[config.mk]
export PLATFORM = sky130hd
export DESIGN_NAME = seq_alu_flat
export DESIGN_NICKNAME = d
export VERILOG_FILES = /design/src/rtl/seq_alu_if.sv /design/src/rtl/seq_alu.sv /design/src/flat_wrapper.sv
export SDC_FILE = /design/constraint.sdc
export NUM_CORES = 1
export LEC_CHECK = 0
export CAP_MARGIN = 20
export CORE_MARGIN = 5
export CORE_UTILIZATION = 45
export CTS_CLUSTER_DIAMETER = 60
export DETAILED_ROUTE_END_ITERATION = 10
export PLACE_DENSITY = 0.74
export REMOVE_ABC_BUFFERS = 1
export SYNTH_ARGS = -nofsm -noshare
export SYNTH_HDL_FRONTEND = slang
export SYNTH_SLANG_ARGS = --single-unit
[constraint.sdc]
create_clock -name clk -period 2.4 [get_ports clk]
set_input_delay 0.24 -clock clk [delete_from_list [all_inputs] [get_ports clk]]
set_output_delay 0.24 -clock clk [all_outputs]
set_load 0.005 [all_outputs]
[src/rtl/seq_alu_if.sv]
`default_nettype none
// ============================================================================
// Module      : seq_alu_if
// Description : START/DONE request and result bundle for seq_alu.
// Revision    : 1.0 - initial release
// ============================================================================
interface seq_alu_if #(
   parameter int W = 8
);
   logic         start;
   logic [2:0]   op;
   logic [W-1:0] inputa;
   logic [W-1:0] inputb;
   logic         sc_in;
   logic         busy;
   logic         done;
   logic [W-1:0] out;
   logic         sc_out;
   logic         zero;
   logic         parity;

   modport master (
      output start, op, inputa, inputb, sc_in,
      input  busy, done, out, sc_out, zero, parity
   );

   modport slave (
      input  start, op, inputa, inputb, sc_in,
      output busy, done, out, sc_out, zero, parity
   );
endinterface
`default_nettype wire

[src/rtl/seq_alu.sv]
`default_nettype none
// ============================================================================
// Module      : seq_alu
// Description : Multi-cycle ALU with registered result, one-bit-per-cycle
//               shifts/rotates and optional parity (macro SEQ_ALU_PARITY_EN).
// Revision    : 1.0 - initial release
// ============================================================================
module seq_alu #(
   parameter int W = 8
) (
   input  wire logic clk,
   input  wire logic reset_n,
   seq_alu_if.slave  bus
);
   localparam int SW = $clog2(W);

   localparam logic [2:0] c_op_and = 3'd0;
   localparam logic [2:0] c_op_lsh = 3'd1;
   localparam logic [2:0] c_op_rsh = 3'd2;
   localparam logic [2:0] c_op_xor = 3'd3;
   localparam logic [2:0] c_op_add = 3'd4;
   localparam logic [2:0] c_op_sub = 3'd5;
   localparam logic [2:0] c_op_rol = 3'd6;

   typedef enum logic [1:0] {
      ST_IDLE  = 2'd0,
      ST_SHIFT = 2'd1,
      ST_FIN   = 2'd2
   } state_t;

   state_t        r_state;
   logic [W-1:0]  r_work;
   logic [SW-1:0] r_cnt;
   logic [2:0]    r_op;
   logic          r_fill;
   logic [W-1:0]  r_out;
   logic          r_sc_out;
   logic          r_zero;
   logic          r_done;
   logic          r_busy;

   logic [SW-1:0] w_n;
   logic          w_is_shift_op;
   logic          w_start_shift;
   logic [W:0]    w_sum;
   logic [W:0]    w_diff;
   logic [W-1:0]  w_alu_val;
   logic          w_alu_sc;
   logic [W-1:0]  w_step_val;
   logic          w_step_sc;
   logic          w_load_fin;
   logic [W-1:0]  w_fin_val;
   logic          w_fin_sc;

   assign w_n           = bus.inputb[SW-1:0];
   assign w_is_shift_op = (bus.op == c_op_lsh) || (bus.op == c_op_rsh) || (bus.op == c_op_rol);
   assign w_start_shift = w_is_shift_op && (w_n != '0);

   assign w_sum  = {1'b0, bus.inputa} + {1'b0, bus.inputb} + {{W{1'b0}}, bus.sc_in};
   assign w_diff = {1'b0, bus.inputa} + {1'b0, ~bus.inputb} + {{W{1'b0}}, 1'b1};

   // Shift ops only reach this path with n == 0, where the result is A unchanged.
   always_comb begin
      w_alu_val = '0;
      w_alu_sc  = 1'b0;
      case (bus.op)
         c_op_and: w_alu_val = bus.inputa & bus.inputb;
         c_op_xor: w_alu_val = bus.inputa ^ bus.inputb;
         c_op_add: {w_alu_sc, w_alu_val} = w_sum;
         c_op_sub: {w_alu_sc, w_alu_val} = w_diff;
         c_op_lsh, c_op_rsh, c_op_rol: w_alu_val = bus.inputa;
         default: ;
      endcase
   end

   always_comb begin
      w_step_val = r_work;
      w_step_sc  = 1'b0;
      case (r_op)
         c_op_lsh: begin
            w_step_val = {r_work[W-2:0], r_fill};
            w_step_sc  = r_work[W-1];
         end
         c_op_rsh: begin
            w_step_val = {r_fill, r_work[W-1:1]};
            w_step_sc  = r_work[0];
         end
         c_op_rol: begin
            w_step_val = {r_work[W-2:0], r_work[W-1]};
            w_step_sc  = r_work[W-1];
         end
         default: ;
      endcase
   end

   assign w_load_fin = ((r_state == ST_IDLE) && bus.start && !w_start_shift) ||
                       ((r_state == ST_SHIFT) && (r_cnt == SW'(1)));
   assign w_fin_val  = (r_state == ST_SHIFT) ? w_step_val : w_alu_val;
   assign w_fin_sc   = (r_state == ST_SHIFT) ? w_step_sc  : w_alu_sc;

   always_ff @(posedge clk) begin
      if (!reset_n) begin
         r_state  <= ST_IDLE;
         r_work   <= '0;
         r_cnt    <= '0;
         r_op     <= '0;
         r_fill   <= 1'b0;
         r_out    <= '0;
         r_sc_out <= 1'b0;
         r_zero   <= 1'b1;
         r_done   <= 1'b0;
         r_busy   <= 1'b0;
      end else begin
         if (w_load_fin) begin
            r_out    <= w_fin_val;
            r_sc_out <= w_fin_sc;
            r_zero   <= (w_fin_val == '0);
         end
         case (r_state)
            ST_IDLE: begin
               r_done <= 1'b0;
               if (bus.start) begin
                  r_op   <= bus.op;
                  r_fill <= bus.sc_in;
                  r_busy <= 1'b1;
                  if (w_start_shift) begin
                     r_work  <= bus.inputa;
                     r_cnt   <= w_n;
                     r_state <= ST_SHIFT;
                  end else begin
                     r_done  <= 1'b1;
                     r_state <= ST_FIN;
                  end
               end
            end
            ST_SHIFT: begin
               r_work <= w_step_val;
               r_cnt  <= r_cnt - SW'(1);
               if (r_cnt == SW'(1)) begin
                  r_done  <= 1'b1;
                  r_state <= ST_FIN;
               end
            end
            ST_FIN: begin
               r_done  <= 1'b0;
               r_busy  <= 1'b0;
               r_state <= ST_IDLE;
            end
            default: begin
               r_done  <= 1'b0;
               r_busy  <= 1'b0;
               r_state <= ST_IDLE;
            end
         endcase
      end
   end

`ifdef SEQ_ALU_PARITY_EN
   logic r_parity;

   always_ff @(posedge clk) begin
      if (!reset_n) begin
         r_parity <= 1'b0;
      end else if (w_load_fin) begin
         r_parity <= ^w_fin_val;
      end
   end

   assign bus.parity = r_parity;
`else
   assign bus.parity = 1'b0;
`endif

   assign bus.out    = r_out;
   assign bus.sc_out = r_sc_out;
   assign bus.zero   = r_zero;
   assign bus.done   = r_done;
   assign bus.busy   = r_busy;
endmodule
`default_nettype wire

[src/flat_wrapper.sv]
// flat-port wrapper written by rule: the top's interface ports become plain ports
module seq_alu_flat 
#(
   parameter int W = 8
)
  (clk, reset_n, bus_start, bus_op, bus_inputa, bus_inputb, bus_sc_in, bus_busy, bus_done, bus_out, bus_sc_out, bus_zero, bus_parity);
  seq_alu_if #(.W(W)) bus_i ();
  input  wire logic clk;
  input  wire logic reset_n;
  input wire logic [$bits(bus_i.start)-1:0] bus_start;
  input wire logic [$bits(bus_i.op)-1:0] bus_op;
  input wire logic [$bits(bus_i.inputa)-1:0] bus_inputa;
  input wire logic [$bits(bus_i.inputb)-1:0] bus_inputb;
  input wire logic [$bits(bus_i.sc_in)-1:0] bus_sc_in;
  output wire logic [$bits(bus_i.busy)-1:0] bus_busy;
  output wire logic [$bits(bus_i.done)-1:0] bus_done;
  output wire logic [$bits(bus_i.out)-1:0] bus_out;
  output wire logic [$bits(bus_i.sc_out)-1:0] bus_sc_out;
  output wire logic [$bits(bus_i.zero)-1:0] bus_zero;
  output wire logic [$bits(bus_i.parity)-1:0] bus_parity;
  assign bus_i.start = bus_start;
  assign bus_i.op = bus_op;
  assign bus_i.inputa = bus_inputa;
  assign bus_i.inputb = bus_inputb;
  assign bus_i.sc_in = bus_sc_in;
  assign bus_busy = bus_i.busy;
  assign bus_done = bus_i.done;
  assign bus_out = bus_i.out;
  assign bus_sc_out = bus_i.sc_out;
  assign bus_zero = bus_i.zero;
  assign bus_parity = bus_i.parity;
  seq_alu #(.W(W)) u_core (.clk(clk), .reset_n(reset_n), .bus(bus_i));
endmodule
**Word-level counts from Yosys, hierarchy flattened**

Index checks and enable logic that the tools add are counted.
Widths: inputs -> output; s select.

- Bits in registers: 29
- Input bits: 23
- Output and inout bits: 13
- Logic and storage cells: 74

- Add/subtract/negate cells: 5
- Equality and inequality tests: 14
- Mux-type cells: 22
- Bitwise logic cells: 4
- Reduce and logical (&&, ||, !) cells: 19

Operators with widths:

| kind | number |
|---|---|
| $pmux 8 s5 | 1 |
| $mux 8 | 3 |
| $pmux 8 s3 | 1 |
| $add 8x8->9 | 2 |
| $pmux 8 s2 | 1 |
| $eq 3x3->1 const B | 4 |
| $add 9x1->9 | 1 |
| $add 9x1->9 const B | 1 |
| $eq 3x1->1 const B | 3 |
| $eq 3x2->1 const B | 3 |
| $and 8x8->8 | 1 |
| $logic_not 8->1 | 1 |
| $not 8->8 | 1 |
| $pmux 1 s2 | 4 |
| $xor 8x8->8 | 1 |
| $mux 2 | 3 |
| $mux 3 | 2 |
| $pmux 3 s2 | 1 |
| $reduce_and 2->1 | 3 |
| $mux 1 | 5 |
| $logic_and 1x1->1 | 4 |
| $ne 2x2->1 const B | 2 |
| $pmux 2 s2 | 1 |
| $logic_not 3->1 | 1 |
| 12 further kinds | 14 |

**Depth between registers and ports, before layout**

Gate-level depths: netlist of run 1.

- Depth in word-level cells: 7
- Gate-level depth with buffers: 11

**Worst setup path after synthesis of run 1**

OpenSTA, ideal clock, no wires.

- Path type: in2reg
- From: input bus_inputa[0]
- To: register u_core.r_zero (netlist: u_core.bus.zero)
- Setup time: 93 ps
- Data arrival time: 2056 ps
- Required time: 2307 ps
- Slack: 251 ps
- Stages: 11
- Cells stage by stage: inv_1 > ha_1 > inv_1 > fa_1 > xor2_1 > a221o_1 > nand2_1 > nand4_2 > nor4_2 > nand4_1 > o311ai_2

- Cells in the longest elaborated chain, start to end: 5

Ends and longest elaborated chain:

| what | line | RTL |
|---|---|---|
| from (decl) | flat_wrapper.sv:12 | `input wire logic [$bits(bus_i.inputa)-1:0] bus_inputa;` |
| $add 8x8->9 (on tied branches) | seq_alu.sv:60, seq_alu.sv:59 |  |
| $add 9x1->9 (on tied branches) | seq_alu.sv:60, seq_alu.sv:59 |  |
| $pmux 8 s5 (*) | seq_alu.sv:66 | `case (bus.op)` |
| $mux 8 (*) | seq_alu.sv:98 | `assign w_fin_val = (r_state == ST_SHIFT) ? w_step_val : w_alu_val;` |
| $logic_not 8->1 (*) | seq_alu.sv:117 | `r_zero <= (w_fin_val == '0);` |
| to (signal assigned) | seq_alu.sv:117 |  |
| to (decl) | seq_alu.sv:38 | `logic r_zero;` |

Every way passes the cells marked *; elsewhere a longest branch is shown, timed or not.
A chain may end at the register's enable or synchronous reset.

**Worst setup path in the final report of run 1**

- From: input bus_inputb[2]
- To: register u_core.r_zero (netlist: u_core.bus.zero)

- Cells in the longest elaborated chain, start to end: 6

Ends and longest elaborated chain:

| what | line | RTL |
|---|---|---|
| from (decl) | flat_wrapper.sv:13 | `input wire logic [$bits(bus_i.inputb)-1:0] bus_inputb;` |
| $not 8->8 | seq_alu.sv:60 | `assign w_diff = {1'b0, bus.inputa} + {1'b0, ~bus.inputb} + {{W{1'b0}}, 1'b1};` |
| $add 8x8->9 | seq_alu.sv:60 |  |
| $add 9x1->9 | seq_alu.sv:60 |  |
| $pmux 8 s5 | seq_alu.sv:66 |  |
| $mux 8 | seq_alu.sv:98 |  |
| $logic_not 8->1 | seq_alu.sv:117 |  |

Parallel ways exist; a longest one is shown, timed or not.

==> results of run 1 <==
==> kinds of logic after synthesis <==
| kind of cell | after synthesis | share of synthesized area |
|---|---|---|
| buf+inv | 45 | 0.0792 |
| fa+ha+maj | 20 | 0.0988 |
| flops | 29 | 0.216 |
| mux | 17 | 0.0643 |
| simple gates | 107 | 0.213 |
| other cells | 1 | 0.00140 |
| xor+xnor | 4 | 0.0130 |
| compound gates | 121 | 0.314 |
==> registers in the layout, summed over array words and instances, names as in the netlist <==
| register | cells |
|---|---|
| u_core.r_fill | 1 |
| u_core.bus.zero | 1 |
| u_core.bus.sc_out | 1 |
| u_core.bus.done | 1 |
| u_core.r_state | 2 |
| u_core.r_op | 3 |
| u_core.bus.busy | 1 |
| u_core.r_work | 8 |
| u_core.r_cnt | 3 |
| u_core.bus.out | 8 |
==> metal layers <==
metal	global-route usage	share of wire	vias up
met3	0.0246	0.062	13
met5	0	0	-
li1	-	-	1413
met2	0.362	0.49	125
met1	0.281	0.43	1377
met4	0.0725	0.021	0
==> repair_timing <==
item / CTS / global route
pin swaps: 6 / 8
buffers inserted: 1 / 1
resized for setup: 5 / 22
endpoints found under the setup margin: 2 / 6
==> cell type report <==
cell class	instances	area, um^2
Inverter	24	90.1
Sequential cell	29	581
Fill cell	518	2200
Clock inverter	3	17.5
Clock buffer	5	68.8
Tap cell	75	93.8
Multi-Input combinational cell	270	1980
Timing Repair Buffer	92	818
==> worst paths after layout <==
path	end	slack [ns]	cells after the start	startpoint
setup / recovery	u_core.bus.zero	0.08	10	bus_inputb[2]
hold / removal	u_core.r_fill	0.44	4	bus_sc_in
setup reg to reg	u_core.bus.zero	0.17	7	u_core.r_op[0]
hold reg to reg	u_core.bus.out[3]	0.46	2	u_core.bus.out[3]
==> layout by cell type (no fill, tap or decap), drive strengths merged, types with 3 or more instances in the layout <==
cell type	instances
a22oi	3
buf	58
nor2	30
nand4	6
a32o	3
a221oi	4
a211oi	4
nor3b	5
a21oi	37
xnor2	3
clkbuf	5
nand3b	3
dlymetal6s2s	3
nand2	24
o221a	3
o21ai	30
o211ai	6
ha	18
nand2b	8
inv	24
nor2b	10
nor3	9
clkdlybuf4s50	29
mux2i	15
o221ai	5
a21o	3
dfxtp	29
==> metrics by stage <==
stage               area (um^2)   util
global route               3650  0.624
finish                     3650  0.624
detailed placement         3450  0.590
floorplan                  2560      -
CTS                        3560  0.608
global placement           3450  0.590
==> report_power, final <==
part / internal, mW / total, mW / switching, mW / leakage, nW
Sequential: 0.528 / 0.569 / 0.0410 / 0.239
Clock: 0.200 / 0.394 / 0.195 / 0.0439
Combinational: 0.340 / 0.689 / 0.349 / 1.25
==> critical path: cells and delay by family <==
family,cells,cell delay (ns)
simple gates,3,0.52
fa+ha+maj,1,0.30
buf+inv,2,0.58
compound gates,4,0.89
==> metrics.txt, run 1 <==
CP Data Arrival Time 2.51 ns; DRC viols 0; GP Congestion 0.944; initial antenna violation count 0; FF+latch count, synth 29; Ports 36; CTS Buffer Depth 2; crit share post-route 0.965; DRT Pass-1 Iters 5; Pleak 1.53 nW; Die X 87.2 um; via count 2928; startpoint types input pin; total clock sinks 29; Crit path required time 2.60 ns; core area 5850 um^2; Max FO, Critical Path 5; pre-CTS worst setup slack -0.435 ns; Total GRT Usage 0.214; Mapped Area 2690 um^2; CP cell instances clkdlybuf4s50_1 > inv_1 > ha_4 > nand3b_1 > a21oi_2 > a21oi_1 > a41o_1 > nor3_2 > nand4_1 > o311ai_2; top area cells in the synthesized netlist dfxtp_1, ha_1, a21oi_1, mux2i_1, o21ai_0; hpwl dp 6360 um; Yosys top cell area share 0.216; I/O Buffers 34; Num CTS Buffers 5; hold-fix buffers at CTS 0; Max-Cap Viols 0; crit end category flip-flop; Die H 87.2 um; max-slew violations 0; n_diodes 0; slowest stage delay, CP 0.49 ns; CTS Root Buffer Type clkbuf_8; most common flop cell mapped by yosys dfxtp_1; synth cell count leaders a21oi_1, nor2_1, dfxtp_1, o21ai_0; pin count of the biggest net entering global routing 26; Final Hold Fails 0; Setup CP Type in2reg; Hold Path Class in2reg; CTS tree built; slew of the pin with the lowest slew margin 0.638 ns; P&R area growth vs syn 36.0%; H-tree depth 2; first-pass GRT wire length 13100 um; Worst-path clk slew 0.07 ns; final WL 8310 um; vias in the first global route 2706; Worst path slowest cell clkdlybuf4s50_1; Placed Instances 488; Avg Cell Area, Syn 7.81 um^2; Rows 28; total gr overflow 0; Final setup viols 0; Worst Slack Setup Final 0.0843 ns; proportion of synthesized flip-flops having asynchronous set or reset 0; final std cells w/o fill 498; cell taking the most area after synthesis dfxtp_1; setup TNS 0 ns; Post-layout nets 465; synth unique cells 66; VDD IR-drop max 479 uV; Clock Latency Late Sink 0.28 ns; Seq/Total Area, Yosys 0.216; initial DRC count 210; PwrDens 452 nW/um^2; status finished clean; most numerous cell in the Yosys netlist a21oi_1; clock period minus worst slack 2.32 ns; ratio of cells with drive above 1 in the final layout 0.241; post-detailed-route count of antenna-violating nets 0; Cells after Synth 344; number of vias per cell 5.88; achievable frequency 432 MHz; Overall Power 1.65 mW; Yosys Warn Count 0; slew margin rel. 0.574; Die ar. 7610 um^2; Clock Skews 0.00882 ns; EDFF count, synth 0; Routed WL per cell 16.7 um; Hold Slack 0.435 ns; initial core utilization 0.459
(Power assumes the default switching activity.)
==> run 2, diff against run 1 <==
- GPL_ROUTABILITY_DRIVEN: default -> 1
==> results of run 2 <==
Same layout as run 1: the final DEF is identical, and so are final timing and power.
